--- src/rtl/retire_map_table.sv ---
// Committed (architectural) register map at the retire end of rename.
// Each retiring instruction with a real destination releases the phys reg
// it displaces back to the free list and becomes the committed mapping.
// free_reg entry layout: bits [PW:1] = reg_idx, bit 0 = valid.
module retire_map_table #(
    parameter int N         = 2,
    parameter int ARCH_REGS = 32,
    parameter int PHYS_REGS = 64,
    localparam int CW = $clog2(N + 1),
    localparam int AW = $clog2(ARCH_REGS),
    localparam int PW = $clog2(PHYS_REGS)
) (
    input  logic                          clock,
    input  logic                          reset,
    input  logic [CW-1:0]                 retire_num,
    input  logic [N-1:0][AW-1:0]          retire_arch,
    input  logic [N-1:0][PW-1:0]          retire_phys,
    output logic [CW-1:0]                 free_num,
    output logic [N-1:0][PW:0]            free_reg,
    output logic [ARCH_REGS-1:0][PW-1:0]  arch_map
);

    logic [ARCH_REGS-1:0][PW-1:0] work_map;
    logic [N-1:0][PW:0]           next_free;
    logic [CW-1:0]                next_num;
    logic [CW-1:0]                eff_num;
    logic [PW-1:0]                old_phys;

    // Walk slots in program order against a working copy of the map so a
    // later slot sees an earlier slot's write to the same arch reg, packing
    // displaced regs into the low free slots with no gaps.
    always_comb begin
        work_map  = arch_map;
        next_free = '0;
        next_num  = '0;
        old_phys  = '0;
        eff_num   = (retire_num > CW'(N)) ? CW'(N) : retire_num;
        for (int i = 0; i < N; i++) begin
            if ((CW'(i) < eff_num) && (retire_arch[i] != '0) && (retire_phys[i] != '0)) begin
                old_phys                 = work_map[retire_arch[i]];
                next_free[next_num]      = {old_phys, 1'b1};
                next_num                 = next_num + CW'(1);
                work_map[retire_arch[i]] = retire_phys[i];
            end
        end
        work_map[0] = '0;
    end

    // Register the committed map and this cycle's frees; reset restores the
    // identity map (matching the free list's initial contents) and drops
    // anything retiring in the same cycle.
    always_ff @(posedge clock) begin
        if (reset) begin
            for (int i = 0; i < ARCH_REGS; i++) begin
                arch_map[i] <= PW'(i);
            end
            free_num <= '0;
            free_reg <= '0;
        end else begin
            arch_map <= work_map;
            free_num <= next_num;
            free_reg <= next_free;
        end
    end

endmodule

--- config.mk ---
export PLATFORM = sky130hd
export DESIGN_NAME = retire_map_table
export DESIGN_NICKNAME = d
export VERILOG_FILES = /design/src/rtl/retire_map_table.sv
export SDC_FILE = /design/constraint.sdc
export NUM_CORES = 1
export LEC_CHECK = 0
export CAP_MARGIN = 20
export CORE_ASPECT_RATIO = 1.25
export CORE_MARGIN = 2
export CORE_UTILIZATION = 30
export DETAILED_ROUTE_END_ITERATION = 10
export PLACE_DENSITY = 0.49
export SLEW_MARGIN = 5
export SYNTH_ARGS = -nofsm -noshare
export SYNTH_HDL_FRONTEND = slang
export SYNTH_SLANG_ARGS = --single-unit
--- constraint.sdc ---
create_clock -name clock -period 3.28 [get_ports clock]
set_input_delay 0.492 -clock clock [delete_from_list [all_inputs] [get_ports clock]]
set_output_delay 0.492 -clock clock [all_outputs]
set_load 0.02 [all_outputs]
==> impl_metrics.env <==
export IMPL_status="finished, final reports clean"
export IMPL_pwr_density_cell_nw_per_um2=338.7
export IMPL_largest_reg_flops=186
export IMPL_final_fill_count=4657
export IMPL_die_h_um=243.9
export IMPL_avgViaCountPerCell=6.085
export IMPL_grt_setup_unrepaired="no"
export IMPL_clock_latency_ns=0.55
export IMPL_vias=16920
export IMPL_rows=87
export IMPL_synth_cells=1797
export IMPL_critPathCaptureType="flip-flop"
export IMPL_multi_input_area_um2=9066
export IMPL_cp_arrival_ns=3.63
export IMPL_power_mw=6.586
export IMPL_drive_gt1_share_pct=21.43
export IMPL_numPortBuffers=227
export IMPL_ant_nets=0
export IMPL_grt_remaining_overflow=0
export IMPL_core_area_um2=45280
export IMPL_async_flop_share_pct=0
export IMPL_slew_violations=0
export IMPL_postCtsSetupRepairBufs=0
export IMPL_whs_ns=0.4250
export IMPL_grt_pass1_wl_um=118300
export IMPL_pin_count=234
export IMPL_tns_ns=0
export IMPL_instances_no_fill=2781
export IMPL_fin_crit_sh_pct=98.21
export IMPL_leakagePower_nw=7.556
export IMPL_syn_area_per_cell_um2=7.683
export IMPL_track_usage_pct=33.99
export IMPL_synth_edf_count=0
export IMPL_syn2layout_area_growth_pct=40.83
export IMPL_htree_levels=1
export IMPL_timing_fmax_mhz=310.4
export IMPL_cts_sinks=201
export IMPL_critical_path_class="input port to flip-flop"
export IMPL_placed_cells=2743
export IMPL_layout_min_cycle_time_ns=3.221
export IMPL_drcViolationCount=0
export IMPL_grt_max_degree=93
export IMPL_root_buffer="clkbuf_16"
export IMPL_cp_max_fo=7
export IMPL_cts_buffer_depth=3
export IMPL_cts_buffers=23
export IMPL_final_nets=2217
export IMPL_grt_pass1_vias=16170
export IMPL_yosysSeqAreaShare_pct=29.14
export IMPL_seq_area_um2=4024
export IMPL_ys_seq_elements=201
export IMPL_hold_viol=0
export IMPL_critPathRequiredTime_ns=3.69
export IMPL_cts_tree="done"
export IMPL_antenna_found_initial=0
export IMPL_slew_headroom_pct=40.02
export IMPL_detailed_place_hpwl_um=62070
export IMPL_avgRoutedWirePerCell_um=30.00
export IMPL_synth_warnings=0
export IMPL_drt_initial_drc_count=1633
export IMPL_syn_area_um2=13810
export IMPL_maxCapViolCount=0
export IMPL_clkSlewWorstSetupHoldPaths_ns=0.06
export IMPL_final_core_util_pct=42.94
export IMPL_drt_total_wl_um=83440
export IMPL_start_kind="input port"
export IMPL_hp_class="input port to flip-flop"
export IMPL_start_util_pct=30.49
export IMPL_fp_dieW_um=195.9
export IMPL_setup_violations_final=0
export IMPL_tightest_slew_ns=0.8884
export IMPL_diodes=0
export IMPL_first_pass_iters=7
export IMPL_ys_flop_type="dfxtp_1"
export IMPL_clock_skew_ns=0.01652
export IMPL_vdd_ir_drop_max_mv=0.3153
export IMPL_place_gp_congestion=1.023
export IMPL_die_area_um2=47770
export IMPL_synth_cell_types=77
-- cells in the mapped netlist, drive strengths merged, types with 11 or more instances --
master  number  area share [%]
a31oi       36             1.6
a311oi      61             3.9
o221a       11            0.90
o221ai      37             2.3
or2         28             1.3
o22ai       13            0.59
a21oi       30             1.1
nor2       241             6.6
nand2b      58             2.6
mux4        42             6.9
a211oi      68             3.8
nor3        43             1.6
mux2i       78             5.7
buf         30             1.2
clkbuf     150             4.1
nand3       55             2.0
nand2      277             7.5
nor4        14            0.79
o21ai      125             4.6
o211ai      20             1.5
a221oi      12            0.76
dfxtp      201              29
-- cell families after synthesis --
kind of cell	synth area share (%)
muxes	13.00
other	0.02716
buffers and inverters	5.564
xor gates and xnor gates	0.1269
DFF	29.14
AOI/OAI and AO/OA	27.08
and+or+nand+nor	24.98
adders and majority gates	0.09061
-- path summary, 6_finish.rpt --
path,from,endpoint,slack [ns],cells after the start
worst max-delay path,retire_num[1],free_reg[3]$_SDFF_PP0_,0.06,12
worst min-delay path,reset,arch_map[166]$_SDFF_PP1_,0.42,2
worst max register to register,arch_map[89]$_SDFF_PP0_,free_reg[6]$_SDFF_PP0_,1.09,4
worst min register to register,arch_map[83]$_SDFF_PP0_,arch_map[83]$_SDFF_PP0_,0.54,2
-- power by group --
part	leakage, nW	internal, mW	switching (mW)
clock	0.346	1.43	1.10
sequential	1.63	2.51	0.0955
combinational	5.58	0.560	0.895
-- worst max-delay path: stages --
cell and delay (ns):
clkdlybuf4s50_1 0.50, buf_4 0.21, o211a_1 0.32, o211ai_2 0.12, nand2_1 0.12, buf_4 0.17
buf_4 0.13, o221a_2 0.29, o21ai_0 0.40, o21ai_0 0.26, nor4_1 0.47, o21ai_0 0.13
-- final cells by class --
| class | instances | share of cell area, % |
|---|---|---|
| repair buffers | 543 | 25.20 |
| clock buffers | 32 | 3.288 |
| well taps | 578 | 3.719 |
| inverters | 9 | 0.1737 |
| multi-input cells | 1412 | 46.63 |
| clock inverters | 6 | 0.3024 |
| flip-flops and latches | 201 | 20.69 |
-- what timing repair did --
action / 4_1_cts / 5_1_grt
hold buffers: 0 / 0
endpoints found under the setup margin: 0 / 6
gates resized for setup: 0 / 5
endpoints found under the hold margin: 0 / 0
-- layout by cell type (no fill, tap or decap), types with 9 or more instances in the layout --
master	netlist	layout
nor2_1	240	240
and3_1	10	10
a311oi_1	61	61
a211oi_1	66	64
nand2_1	277	277
buf_12	0	24
o22ai_1	13	13
clkbuf_16	0	23
o21ai_0	117	117
a221oi_1	12	12
o31ai_1	10	10
inv_1	9	9
nand2b_1	58	58
nand3_1	55	55
dfxtp_1	201	201
o211ai_1	11	11
nor4_1	12	10
a31oi_1	36	36
mux4_2	42	42
o221ai_1	37	37
nor3_1	43	43
a22o_1	10	10
or2_2	28	28
o221a_2	11	11
mux2i_1	78	78
buf_4	8	294
clkdlybuf4s50_1	0	217
a21oi_1	30	29
-- layer usage --
layer	part of all wire [%]	vias up	track usage, %
met1	40	8332	42.16
met5	0	-	0
li1	-	7465	-
met2	48	923	57.36
met4	5.5	0	16.53
met3	7.4	202	5.302
-- through the flow --
step	instance area [um^2]	setup slack (ns)
floorplan	13830	0.3117
global placement	18720	-0.4825
detailed placement	18720	-0.5609
CTS	19420	0.02441
global route	19440	0.03581
finish	19440	0.05865
(Power assumes the default switching activity.)
